`src/rtl/multichannel_filter_pkg.sv`:
```
// Shared constants and elaboration-time helpers for the multichannel input filter.
package multichannel_filter_pkg;

  localparam int unsigned DefChannels  = 10;
  localparam int unsigned DefFilterLen = 4;
  localparam int unsigned DefCntW      = 8;
  localparam int unsigned DefSelW      = 4;

  // Filter counter must hold values 0..filter_len.
  function automatic int unsigned fc_width(input int unsigned filter_len);
    return $clog2(filter_len + 1);
  endfunction

  function automatic longint unsigned cnt_sat(input int unsigned cnt_w);
    return (64'd1 << cnt_w) - 64'd1;
  endfunction

endpackage

```
`src/rtl/multichannel_filter_ch.sv`:
```
// One channel: 2-flop synchroniser, glitch filter, polarity, edge pulse and saturating counter.
module multichannel_filter_ch
  import multichannel_filter_pkg::*;
#(
  parameter int unsigned FILTER_LEN = DefFilterLen,
  parameter int unsigned CNT_W      = DefCntW
) (
  input  logic             clk,
  input  logic             rst,
  input  logic             in_i,
  input  logic             inv_i,
  input  logic             clr_i,
  input  logic             en_i,
  output logic             lvl_o,
  output logic             edge_o,
  output logic [CNT_W-1:0] cnt_o
);

  localparam int unsigned      FcW    = fc_width(FILTER_LEN);
  localparam logic [FcW-1:0]   FcLast = FcW'(FILTER_LEN - 1);
  localparam logic [CNT_W-1:0] CntSat = CNT_W'(cnt_sat(CNT_W));

  logic             s1_q, s1_d;
  logic             s2_q, s2_d;
  logic             state_q, state_d;
  logic             edge_q, edge_d;
  logic [FcW-1:0]   fc_q, fc_d;
  logic [CNT_W-1:0] ec_q, ec_d;
  logic             accept;

  always_comb begin
    s1_d    = in_i;
    s2_d    = s1_q;
    state_d = state_q;
    fc_d    = fc_q;
    accept  = 1'b0;
    if (!en_i) begin
      fc_d = '0;
    end else if (s2_q == state_q) begin
      fc_d = '0;
    end else if (fc_q == FcLast) begin
      state_d = s2_q;
      fc_d    = '0;
      accept  = 1'b1;
    end else begin
      fc_d = fc_q + 1'b1;
    end
    edge_d = accept;

    // A clear coinciding with an edge counts that edge.
    ec_d = ec_q;
    if (clr_i) begin
      ec_d = accept ? CNT_W'(1) : '0;
    end else if (accept && (ec_q != CntSat)) begin
      ec_d = ec_q + 1'b1;
    end
  end

  always_ff @(posedge clk) begin
    if (rst) begin
      s1_q    <= 1'b0;
      s2_q    <= 1'b0;
      state_q <= 1'b0;
      edge_q  <= 1'b0;
      fc_q    <= '0;
      ec_q    <= '0;
    end else begin
      s1_q    <= s1_d;
      s2_q    <= s2_d;
      state_q <= state_d;
      edge_q  <= edge_d;
      fc_q    <= fc_d;
      ec_q    <= ec_d;
    end
  end

  assign lvl_o  = state_q ^ inv_i;
  assign edge_o = edge_q;
  assign cnt_o  = ec_q;

endmodule

```
`src/rtl/multichannel_filter.sv`:
```
// Multichannel input conditioner with shared counter readout.
// Define MULTICHANNEL_FILTER_CHAN_ENABLE_EN to add the per-channel en_i port.
module multichannel_filter
  import multichannel_filter_pkg::*;
#(
  parameter int unsigned CHANNELS   = DefChannels,
  parameter int unsigned FILTER_LEN = DefFilterLen,
  parameter int unsigned CNT_W      = DefCntW,
  parameter int unsigned SEL_W      = DefSelW
) (
  input  logic                clk,
  input  logic                rst,
  input  logic [CHANNELS-1:0] ii,
  input  logic [CHANNELS-1:0] inv_i,
  input  logic [CHANNELS-1:0] clr_i,
`ifdef MULTICHANNEL_FILTER_CHAN_ENABLE_EN
  input  logic [CHANNELS-1:0] en_i,
`endif
  input  logic [SEL_W-1:0]    sel_i,
  output logic [CHANNELS-1:0] oo,
  output logic [CHANNELS-1:0] edge_o,
  output logic [CNT_W-1:0]    cnt_o
);

  logic [CHANNELS-1:0] en;
  logic [CNT_W-1:0]    ec [CHANNELS];
  logic [CNT_W-1:0]    cnt_q, cnt_d;

`ifdef MULTICHANNEL_FILTER_CHAN_ENABLE_EN
  assign en = en_i;
`else
  assign en = '1;
`endif

  for (genvar g = 0; g < CHANNELS; g++) begin : gen_ch
    multichannel_filter_ch #(
      .FILTER_LEN(FILTER_LEN),
      .CNT_W     (CNT_W)
    ) u_ch (
      .clk   (clk),
      .rst   (rst),
      .in_i  (ii[g]),
      .inv_i (inv_i[g]),
      .clr_i (clr_i[g]),
      .en_i  (en[g]),
      .lvl_o (oo[g]),
      .edge_o(edge_o[g]),
      .cnt_o (ec[g])
    );
  end

  // Out-of-range selects fall through to zero.
  always_comb begin
    cnt_d = '0;
    for (int unsigned i = 0; i < CHANNELS; i++) begin
      if (sel_i == SEL_W'(i)) cnt_d = ec[i];
    end
  end

  always_ff @(posedge clk) begin
    if (rst) cnt_q <= '0;
    else     cnt_q <= cnt_d;
  end

  assign cnt_o = cnt_q;

endmodule

```
`config.mk`:
```
export PLATFORM = sky130hd
export DESIGN_NAME = multichannel_filter
export DESIGN_NICKNAME = d
export VERILOG_FILES = /design/src/rtl/multichannel_filter_pkg.sv /design/src/rtl/multichannel_filter_ch.sv /design/src/rtl/multichannel_filter.sv
export SDC_FILE = /design/constraint.sdc
export NUM_CORES = 1
export LEC_CHECK = 0
export ABC_AREA = 0
export BUFFER_PORTS_ARGS = -buffer_cell sky130_fd_sc_hd__buf_2
export CORE_MARGIN = 2
export CORE_UTILIZATION = 45
export CTS_CLUSTER_SIZE = 12
export DETAILED_ROUTE_END_ITERATION = 16
export PLACE_DENSITY = 0.65
export SYNTH_ARGS = -nofsm -noshare
export SYNTH_HDL_FRONTEND = slang
export SYNTH_SLANG_ARGS = --single-unit
```
`constraint.sdc`:
```
create_clock -name clk -period 1.9 [get_ports clk]
set_clock_uncertainty 0.1 [all_clocks]
set_input_delay 0.19 -clock clk [delete_from_list [all_inputs] [get_ports clk]]
set_output_delay 0.19 -clock clk [all_outputs]
set_load 0.03 [all_outputs]
```
; ---- After elaboration in Yosys (flattened, before gate mapping)
; Index checks and enable logic that the tools add are counted.
[classes]
n_addsub = 20
n_eq_ne = 39
mux = 60
n_bitwise = 20
n_reduce_logical = 41
[ops]
columns = operator, count
row1 = 8-bit 2-to-1 mux, 30
row2 = "8-bit by 1-bit adder with 8-bit output, second input constant", 10
row3 = "8-bit != test, second input constant", 10
row4 = "3-bit by 1-bit adder with 3-bit output, second input constant", 10
row5 = "3-bit by 2-bit == test with 1-bit output, second input constant", 10
row6 = 1-bit 2-to-1 mux, 30
row7 = 3-bit OR reduction, 10
row8 = 2-bit AND reduction, 10
row9 = 2-bit nonzero test, 10
row10 = "4-bit by 3-bit == test with 1-bit output, second input constant", 4
row11 = 1-bit == test, 10
row12 = 1-bit logical AND, 10
row13 = 1-bit inverter, 10
row14 = 1-bit XOR, 10
row15 = "4-bit by 2-bit == test with 1-bit output, second input constant", 2
row16 = "4-bit == test, second input constant", 2
row17 = "4-bit by 1-bit == test with 1-bit output, second input constant", 1
row18 = 4-bit zero test, 1
[word_totals]
ff_bits = 158
input_bits = 36
output_inout_bits = 28
wordCells = 241

; ---- Logic depth before layout (Yosys ltp)
; Gate-level depths: netlist of the first run.
[logic_depth]
word_depth = 11
mapped_depth = 7
mapped_depth_nobuf = 6

; ---- Cells and area by module
; From an unflattened synthesis of the first run, not the netlist that was laid out.
[unflattened]
cells_unflattened = 845
hier_area_um2 = 7816.2
[modules_own_cells]
columns = mod, instances, cells_per_inst, area_per_inst_um2, seq_area_each_um2
row1 = multichannel_filter_ch (gen_ch[0].u_ch ...), 9, 71, 673.1, 300.3
row2 = multichannel_filter, 1, 131, 1067.3, 160.2
row3 = multichannel_filter_ch (gen_ch[9].u_ch), 1, 75, 690.7, 300.3

; ---- Worst setup path before layout of the first run
; No wires, ideal clock.
[synth_timing]
path_type = reg2reg
startpoint = register gen_ch[7].u_ch.ec_q[0]
endpoint = register gen_ch[7].u_ch.ec_q[7]
setup_time_ns = 0.070
arrival_time_ns = 1.606
required_ns = 1.730
slack_ns = 0.124
path_stages_with_launch = 6
n_path_buf = 0
synth_period_minus_slack_ns = 1.776
path_cell_list = dfxtp_1 -> ha_1 -> and3_2 -> a211o_1 -> or4_1 -> a21oi_1
[synth_between]
elab_chain_cells = 3
elab_cells_between_ends = 6
classes_between = add/sub (1) / eq/ne (1) / mux (2) / reduce/logical (2)
[synth_lines]
columns = element, line_no
row1 = start: declaration, multichannel_filter_ch.sv:28  ; logic [CNT_W-1:0] ec_q, ec_d;
row2 = start signal: assignment, multichannel_filter_ch.sv:66  ; ec_q <= '0;
row3 = start signal: assignment, multichannel_filter_ch.sv:73  ; ec_q <= ec_d;
row4 = 8-bit by 1-bit adder with 8-bit output or 8-bit != test (tied branches), "multichannel_filter_ch.sv:55, multichannel_filter_ch.sv:54"
row5 = 8-bit 2-to-1 mux or 1-bit logical AND (tied branches), multichannel_filter_ch.sv:54  ; end else if (accept && (ec_q != CntSat)) begin
row6 = 8-bit 2-to-1 mux or 2-bit nonzero test (tied branches), --
; Several ways; a longest one is shown, not always the timed one. The select of a mux whose other input is x is not followed.
; A chain may end at the register's enable or synchronous reset.

; ---- Worst setup path after layout of the first run
; Same ends and word-level chain as after synthesis.

==> flow_summary.json, run 1 <==
{
  "area_growth_pct": 19.2,
  "synth.avg_cell_area_sq_um": 8.85,
  "fin_cells": 1214,
  "ioPinCount": 64,
  "hold_class": "in2reg",
  "gp_congestion": 0.836,
  "port_buffers": 63,
  "dp_hpwl_um": 12600,
  "cp_slowest_cell": "or4_1",
  "die_y_um": 136,
  "cts-root-buf": "clkbuf_16",
  "worstSkewPairLatency_ps": 430,
  "met2_wirelength_um": 7980,
  "hold_path_depth": 3,
  "grt.total_usage_pct": 19.6,
  "grt_pass1_vias": 6042,
  "grt_first_pass_wirelength_um": 28900,
  "routed.top_layer": "met4",
  "finalSetupViolations": 0,
  "synth_top_flop_cell": "dfxtp_1",
  "drive_above_1_share_pct": 18.2,
  "ys_types": 72,
  "worst-path-buf-inv": 0,
  "fin_nets": 1041,
  "power.total_mw": 7.05,
  "drc": 0,
  "r2r_slack_ps": 90,
  "start_kind": "flip-flop",
  "synth_edf_count": 0,
  "drt_iter0_drc": 389,
  "slowest_delay_ps": 400,
  "vias_per_cell": 5.45,
  "ant_nets": 0,
  "cp.required_ps": 2160,
  "rows": 48,
  "power_density_mw_per_mm2": 756,
  "setup_slack_ps": 88.2,
  "core_sq_mm": 0.0171,
  "drt_first_pass_iters": 5,
  "grt_max_degree": 31,
  "hold_ws_ps": 34.0,
  "crit_chain": "ha_1 > and3_2 > a211o_4 > or4_1 > a21oi_1",
  "wl_met3_um": 660,
  "dpl.cell_count": 1159,
  "p_leak_nw": 3.51,
  "path_class": "reg2reg",
  "dp_slack_ps": 64.0,
  "final_util_pct": 54.4,
  "crit_family": "simple AND/OR/NAND/NOR gates",
  "status": "completed",
  "fmax_mhz": 552,
  "crit_path_max_fanout": 7,
  "cp.depth": 5,
  "grt_overflow": 0,
  "worstPathArrival_ps": 2070,
  "syn_nets": 949,
  "synth_cells": 883,
  "dieWidth_um": 136,
  "max_cap_viol_count": 0,
  "fillCellCount": 1589,
  "path_clk_slew_ps": 60,
  "relSlewSlack_pct": 68.1,
  "routed_wl_um": 17300,
  "start_util_pct": 45.7,
  "synthArstFlopShare_pct": 0,
  "finalHoldViolCount": 0,
  "cts_tree": "done",
  "fin_crit_sh_pct": 95.4,
  "worst-r2r-cell-count": 5,
  "cts-buffers-inserted": 17,
  "tightest_slew_ps": 466,
  "yosys_warnings": 0,
  "antenna_found_initial": 1,
  "rsz0062_at_grt": "true",
  "ys_ff_latch": 158,
  "synth-seq-area-share_pct": 40.5,
  "htreeDepth": 4,
  "vdd_drop_max_v": 0.000647,
  "cts.sinks": 158,
  "layout_min_cycle_time_ps": 1810,
  "endpoint_kind": "flip-flop",
  "finalMaxSlewViolations": 0,
  "fp.dieArea_sq_mm": 0.0184,
  "wl_met1_um": 8320,
  "max-clock-path-buffers": 2,
  "wl_per_cell_um": 14.3,
  "syn_area_sq_mm": 0.00781,
  "vias": 6616
}
-- cell families (layout without fill, tap and decap cells) --
logic type,count (synthesis),after routing,synth area share (%)
AO/OA/AOI/OAI,203,203,17.7
XOR/XNOR,25,25,3.38
adder cells (fa/ha/maj),30,30,4.80
buffers and inverters,99,204,5.99
flip-flops,158,158,40.5
multiplexers,33,33,4.27
other,0,1,0
AND/OR/NAND/NOR,335,335,23.4
-- cell usage in the layout (no fill, tap or decap), types with 5 or more instances in the layout --
cell | synthesis | layout
dfxtp_1 | 158 | 158
nor2_1 | 81 | 81
a21oi_1 | 64 | 64
buf_2 | 10 | 62
nand2_1 | 50 | 50
buf_4 | 20 | 46
inv_1 | 43 | 43
o31ai_1 | 32 | 32
nand3_1 | 31 | 30
mux2i_1 | 30 | 30
nor2b_1 | 29 | 29
ha_1 | 30 | 26
or4_1 | 25 | 25
dlygate4sd3_1 | 0 | 19
o21ai_0 | 18 | 18
nand4_1 | 17 | 17
or3_1 | 17 | 17
clkbuf_16 | 0 | 17
xor2_1 | 15 | 15
a211oi_1 | 14 | 14
and3_1 | 13 | 13
nor3_1 | 13 | 13
or2_2 | 10 | 10
o221ai_1 | 9 | 9
and2_1 | 8 | 8
a31oi_1 | 7 | 7
nand2b_1 | 7 | 7
nor3b_1 | 7 | 7
xor2_2 | 6 | 5
o211ai_1 | 5 | 5
o22ai_1 | 5 | 5
and4_1 | 5 | 5
-- path summary, 6_finish.rpt --
check | from | to
worst max-delay path | gen_ch[7].u_ch.cnt_o[0] | gen_ch[7].u_ch.cnt_o[7]
worst min-delay path | clr_i[1] | gen_ch[1].u_ch.cnt_o[4]
worst max register to register | gen_ch[7].u_ch.cnt_o[0] | gen_ch[7].u_ch.cnt_o[7]
worst min register to register | gen_ch[2].u_ch.fc_q[0] | gen_ch[2].u_ch.fc_q[0]
-- per-stage QoR --
stage | instance area (sq um) | setup TNS (ps)
final | 9320 | 0
after global routing | 9320 | -9.57
after CTS | 9230 | 0
after detailed placement | 8460 | 0
after global placement | 8460 | 0
after floorplan | 7820 | 0
-- state kept, by name, summed over array words and instances, names as in the netlist --
| signal | flops |
|---|---|
| gen_ch.u_ch.s1_q | 10 |
| gen_ch.u_ch.state_q | 10 |
| gen_ch.u_ch.edge_o | 10 |
| cnt_o | 8 |
| gen_ch.u_ch.s2_q | 10 |
| gen_ch.u_ch.fc_q | 30 |
| gen_ch.u_ch.cnt_o | 80 |
-- per-layer routing --
metal / track usage [%] / vias up
met3: 3.44 / 25
met1: 26.0 / 3064
met2: 31.5 / 120
li1: - / 3407
met5: 0 / -
met4: 8.10 / 0
-- worst min-delay path, cell delays in order --
cell and delay [ps]:
buf_2 90, or2_2 190, a21oi_1 50
-- synthesized netlist by cell type (all sizes together) (22+ instances only) --
| library cell | n | area (sq um) |
|---|---|---|
| ha | 30 | 375 |
| inv | 43 | 161 |
| nor2 | 81 | 304 |
| mux2i | 30 | 300 |
| nand3 | 31 | 155 |
| clkbuf | 23 | 87.6 |
| dfxtp | 158 | 3160 |
| buf | 33 | 219 |
| a21oi | 64 | 320 |
| o31ai | 32 | 240 |
| nand2 | 50 | 188 |
| o21ai | 22 | 110 |
| or4 | 25 | 188 |
| nor2b | 29 | 181 |
-- area by class of cell --
type	instances	area, sq um	area share (%)
Sequential cell	158	3160	33.9
Multi-Input combinational cell	626	4250	45.6
Timing Repair Buffer	129	886	9.51
Clock buffer	24	492	5.28
Antenna cell	1	2.50	0.0269
Inverter	43	161	1.73
Tap cell	225	282	3.02
Clock inverter	8	80.1	0.859
-- power by group --
group          switching (mW)  total [mW]  internal, mW
Clock                    1.34        3.28          1.94
Sequential             0.0175        3.36          3.35
Combinational           0.225       0.400         0.175
Total                    1.58        7.05          5.47
-- what timing repair did --
item | in CTS | in global routing
buffers inserted | 0 | 3
hold endpoints to repair | 19 | 0
hold buffers | 19 | 0
gates resized for setup | 0 | 16
setup endpoints to repair | 0 | 28
(Power assumes the default switching activity.)
==> run 2: changes to the inputs <==
- REMOVE_ABC_BUFFERS: unset -> 1
==> run 2 against run 1 <==
  * Sequential power about the same
  * Clock power decreased by 2%
  * Global-route usage decreased by 0.76 points
  * Design area decreased by 0.63%
  * Combinational power decreased by 1%
  * Register-to-register slack got worse by 20 ps
  * Clock-buffer cell count decreased by 5
  * Sequential share of layout area increased by 0.22 points
  * Non-clock buffer count increased by 3
  * Largest cell class unchanged
  * Cell count increased by 0.25%
==> flow_summary.json, run 2 (synthesized netlist as in run 1, its figures left out) <==
{
  "vias_per_cell": 5.42,
  "cts-root-buf": "clkbuf_16",
  "rows": 48,
  "vdd_drop_max_v": 0.000625,
  "routed_wl_um": 16600,
  "largest_reg_flops": 80,
  "drc": 0,
  "finalSetupViolations": 0,
  "dieWidth_um": 136,
  "finalHoldViolCount": 0,
  "fp.dieArea_sq_mm": 0.0184,
  "fin_cells": 1217,
  "final_util_pct": 54.1,
  "layout_min_cycle_time_ps": 1830,
  "fmax_mhz": 546,
  "dp_hpwl_um": 12000,
  "final_common_cell": "dfxtp_1",
  "fin_crit_sh_pct": 96.3,
  "tns_ps": 0,
  "worstPathArrival_ps": 2090,
  "dpl.cell_count": 1165,
  "grt_first_pass_wirelength_um": 27900,
  "met2_wirelength_um": 7750,
  "hold_class": "in2reg",
  "drt_first_pass_iters": 5,
  "tightest_slew_ps": 564,
  "max-clock-path-buffers": 2,
  "routed.top_layer": "met5",
  "dp_slack_ps": 78.8,
  "vias": 6591,
  "p_seq_share_pct": 48.2,
  "core_sq_mm": 0.0171,
  "start_util_pct": 45.7,
  "cts.sinks": 158,
  "slowest_delay_ps": 400,
  "ioPinCount": 64,
  "power_density_mw_per_mm2": 753,
  "crit_path_max_fanout": 5,
  "p_leak_nw": 3.50,
  "start_kind": "flip-flop",
  "p_int_mw": 5.35,
  "layout_common_cells": "158 x dfxtp_1, 81 x nor2_1, 64 x a21oi_1",
  "fin_nets": 1044,
  "cts_tree": "done",
  "path_clk_slew_ps": 60,
  "port_buffers": 63,
  "endpoint_kind": "flip-flop",
  "p_sw_mw": 1.62,
  "switching_share_pct": 23.3,
  "worstSkewPairLatency_ps": 430,
  "finalMaxSlewViolations": 0,
  "grt_max_degree": 33,
  "cp.required_ps": 2160,
  "cp_slowest_cell": "or4_1",
  "relSlewSlack_pct": 62.1,
  "wl_met1_um": 7880,
  "grt_pass1_vias": 6048,
  "area_growth_pct": 18.5,
  "p_comb_share_pct": 5.7,
  "die_y_um": 136,
  "grt_overflow": 0,
  "wl_per_cell_um": 13.6,
  "antenna_found_initial": 2,
  "power.total_mw": 6.97,
  "power.share.clock_pct": 46.1,
  "max_cap_viol_count": 0,
  "htreeDepth": 4,
  "drive_above_1_share_pct": 18.2,
  "wl_met3_um": 718,
  "drt_iter0_drc": 406,
  "status": "completed",
  "path_class": "reg2reg",
  "setup_slack_ps": 69.9,
  "ant_nets": 0,
  "cts-buffers-inserted": 17,
  "gp_congestion": 0.880,
  "grt.total_usage_pct": 18.8,
  "crit_chain": "ha_1 > and3_2 > a211o_1 > or4_1 > a21oi_1"
}
## run 2: final cells by class
cell class,count,area [sq um]
inverter,43,161
fill,1612,7860
antenna,1,2.50
clock buffer,19,443
tap,225,282
clock inverter,13,116
timing repair buffer,132,893
sequential,158,3160
multi-input combinational,626,4200
## run 2: routing by layer
metal  track usage, %  vias up
li1                 -     3406
met1             24.5     3035
met2             30.7      126
met3             4.34       22
met4             6.60        2
met5                0        -
## run 2: worst paths after layout
path | from | end | slack, ps | depth (start not counted)
worst max register to register | gen_ch[7].u_ch.cnt_o[1] | gen_ch[7].u_ch.cnt_o[5] | 70 | 5
worst max-delay path | gen_ch[7].u_ch.cnt_o[1] | gen_ch[7].u_ch.cnt_o[5] | 70 | 5
worst min-delay path | clr_i[8] | gen_ch[8].u_ch.cnt_o[0] | 10 | 4
worst min register to register | gen_ch[8].u_ch.fc_q[0] | gen_ch[8].u_ch.fc_q[0] | 320 | 1
## run 2: per-stage QoR
stage          area [sq um]  hold slack (ps)
6_report               9260             10.9
3_5_place_dp           8500              302
3_3_place_gp           8500              298
2_1_floorplan          7510              159
5_1_grt                9260             46.9
4_1_cts                9240             2.57
## run 2: critical path: cells and delay by family, from the launching register on
family / cells / cell delay [ps]
AO/OA/AOI/OAI: 2 / 490
adder cells (fa/ha/maj): 1 / 200
flip-flops: 1 / 340
AND/OR/NAND/NOR: 2 / 620
## run 2: power by group through the flow
stage	sequential (mW)	clock, mW	combinational [mW]
2_1_floorplan	3.45	0	0.166
3_3_place_gp	3.43	0	0.364
3_5_place_dp	3.44	0	0.367
4_1_cts	3.36	3.29	0.396
5_1_grt	3.36	3.43	0.434
6_report	3.36	3.22	0.395
## run 2: repair_timing
| item | 4_1_cts | 5_1_grt |
|---|---|---|
| hold buffers | 18 | 0 |
| endpoints found under the setup margin | 0 | 10 |
| buffers inserted | 0 | 1 |
| hold endpoints to repair | 20 | 0 |
| resized for setup | 0 | 4 |
==> run 3: changes to the inputs <==
- BUFFER_PORTS_ARGS: -buffer_cell sky130_fd_sc_hd__buf_2 -> -buffer_cell sky130_fd_sc_hd__clkbuf_2
- CTS_BUF_LIST: unset -> sky130_fd_sc_hd__clkbuf_8
==> run 3 against run 2 <==
  * Worst setup slack worse by 6.4 ps
  * Combinational power is 2% higher
  * Die area stayed put
  * Total power is 11% lower
  * Sequential share of layout area is 0.33 points higher
  * Routed wire length is 0.92% lower
  * Non-clock buffer count is 5 higher
  * Hold slack better by 61 ps
  * Maximum frequency is 0.35% lower
  * Largest cell class unchanged
  * Clock-buffer cell count is 1 higher
  * Cell count is 0.33% higher
  * Global-route usage is 0.067 points lower
==> flow_summary.json, run 3 (synthesized netlist as in run 1, its figures left out) <==
{
  "max-clock-path-buffers": 2,
  "grt_max_degree": 39,
  "dpl.cell_count": 1168,
  "finalMaxSlewViolations": 0,
  "multiInputGateArea_sq_mm": 0.00424,
  "drc": 0,
  "ioPinCount": 64,
  "grt_pass1_vias": 6111,
  "finalSetupViolations": 0,
  "crit_start": "gen_ch[7].u_ch.cnt_o[1]",
  "relSlewSlack_pct": 61.9,
  "cp.required_ps": 2200,
  "start_kind": "flip-flop",
  "cp_slowest_cell": "or4_1",
  "r2r_end": "gen_ch[7].u_ch.cnt_o[7]",
  "crit_path_max_fanout": 7,
  "start_util_pct": 45.7,
  "fin_area_sq_mm": 0.00918,
  "power_density_mw_per_mm2": 679,
  "drt_iter0_drc": 423,
  "layout_min_cycle_time_ps": 1840,
  "finalHoldViolCount": 0,
  "die_y_um": 136,
  "r2r_start": "gen_ch[7].u_ch.cnt_o[1]",
  "final_common_cell": "dfxtp_1",
  "fin_crit_sh_pct": 96.7,
  "endpoint_kind": "flip-flop",
  "rows": 48,
  "hold_path_depth": 2,
  "fin_cells": 1221,
  "p_leak_nw": 3.48,
  "dp_hpwl_um": 12000,
  "r2r_slack_ps": 60,
  "cts-root-buf": "clkbuf_8",
  "worstPathArrival_ps": 2130,
  "core_sq_mm": 0.0171,
  "path_class": "reg2reg",
  "final_util_pct": 53.6,
  "worst-r2r-cell-count": 5,
  "routed_wl_um": 16400,
  "fin_nets": 1049,
  "area_growth_pct": 17.4,
  "vias_per_cell": 5.52,
  "wl_per_cell_um": 13.5,
  "vias": 6745,
  "dieWidth_um": 136,
  "gp_congestion": 0.870,
  "path_clk_slew_ps": 90,
  "cts.sinks": 158,
  "grt.total_usage_pct": 18.8,
  "status": "completed",
  "hold_class": "in2reg",
  "grt_first_pass_wirelength_um": 28100,
  "fmax_mhz": 545,
  "min_to": "gen_ch[2].u_ch.s1_q",
  "worstSkewPairLatency_ps": 450,
  "slowest_delay_ps": 430,
  "drt_first_pass_iters": 4,
  "crit_chain": "ha_1 > and3_2 > a211o_4 > or4_1 > a21oi_2",
  "hold_start": "rst",
  "antennaDiodeCount": 0,
  "postPlaceCellArea_sq_mm": 0.00852,
  "cts_tree": "done",
  "power.total_mw": 6.23,
  "largest_reg_flops": 80,
  "vdd_drop_max_v": 0.000424,
  "setup_slack_ps": 63.5,
  "fp.dieArea_sq_mm": 0.0184,
  "htreeDepth": 4,
  "antenna_found_initial": 0,
  "grt_overflow": 0,
  "dp_slack_ps": 58.7,
  "port_buffers": 63,
  "ant_nets": 0,
  "max_cap_viol_count": 0,
  "fillCellCount": 1607,
  "drive_above_1_share_pct": 18.8,
  "layout_common_cells": "156 x dfxtp_1, 81 x nor2_1, 63 x a21oi_1",
  "cts-buffers-inserted": 17,
  "tightest_slew_ps": 568,
  "seqCellArea_sq_mm": 0.00317
}
==> run 3: cell types whose count changed in the layout (fill, tap and decap cells not counted), sizes merged <==
cell         change
buf             -59
bufinv           +1
clkbuf          +63
clkinv           -1
clkinvlp         -3
diode            -1
dlygate4sd3      +2
inv              +2
==> run 3: routing by layer <==
layer  vias to the layer above  GRT usage (%)  routed length (um)
met4                         0           5.90                 195
met5                         -              0                   0
li1                       3410              -                   -
met3                        15           3.82                 669
met2                       127           31.1                7670
met1                      3193           24.6                7910
==> run 3: worst max-delay path: cells and delay by family (launching register included) <==
family	cells	cell delay, ps
AND/OR/NAND/NOR	2	660
AO/OA/AOI/OAI	2	490
flip-flops	1	350
adder cells (fa/ha/maj)	1	180
==> run 3: worst max path at each step <==
stage	slack [ps]	depth (start not counted)	end
global placement	90	5	gen_ch[7].u_ch.cnt_o[7]
floorplan	60	5	gen_ch[2].u_ch.cnt_o[1]
detailed placement	60	5	gen_ch[7].u_ch.cnt_o[7]
global route	-6	6	gen_ch[3].u_ch.cnt_o[1]
CTS	50	5	gen_ch[7].u_ch.cnt_o[5]
finish	60	5	gen_ch[7].u_ch.cnt_o[7]
==> run 3: timing repair <==
item	4_1_cts	5_1_grt
endpoints found under the setup margin	0	20
hold endpoints to repair	35	0
hold buffers	20	0
setup buffers	0	1
resized for setup	0	13
==> run 3: power breakdown <==
group,internal [mW],total (mW),switching (mW)
Sequential,3.34,3.36,0.0146
Clock,1.26,2.47,1.22
Combinational,0.175,0.402,0.226
Total,4.77,6.23,1.46
==> run 3: stage by stage <==
stage | hold slack (ps) | TNS [ps]
after floorplan | 159 | 0
after global placement | 299 | 0
after detailed placement | 302 | 0
after CTS | 47.3 | 0
after global routing | 70.3 | -9.08
final | 71.8 | 0
==> run 3: final cells by class <==
| class | count | share of cell area, % |
|---|---|---|
| sequential | 158 | 34.5 |
| timing repair buffer | 137 | 10.2 |
| inverter | 43 | 1.76 |
| tap | 225 | 3.07 |
| clock buffer | 20 | 3.00 |
| multi-input combinational | 626 | 46.2 |
| clock inverter | 12 | 1.32 |
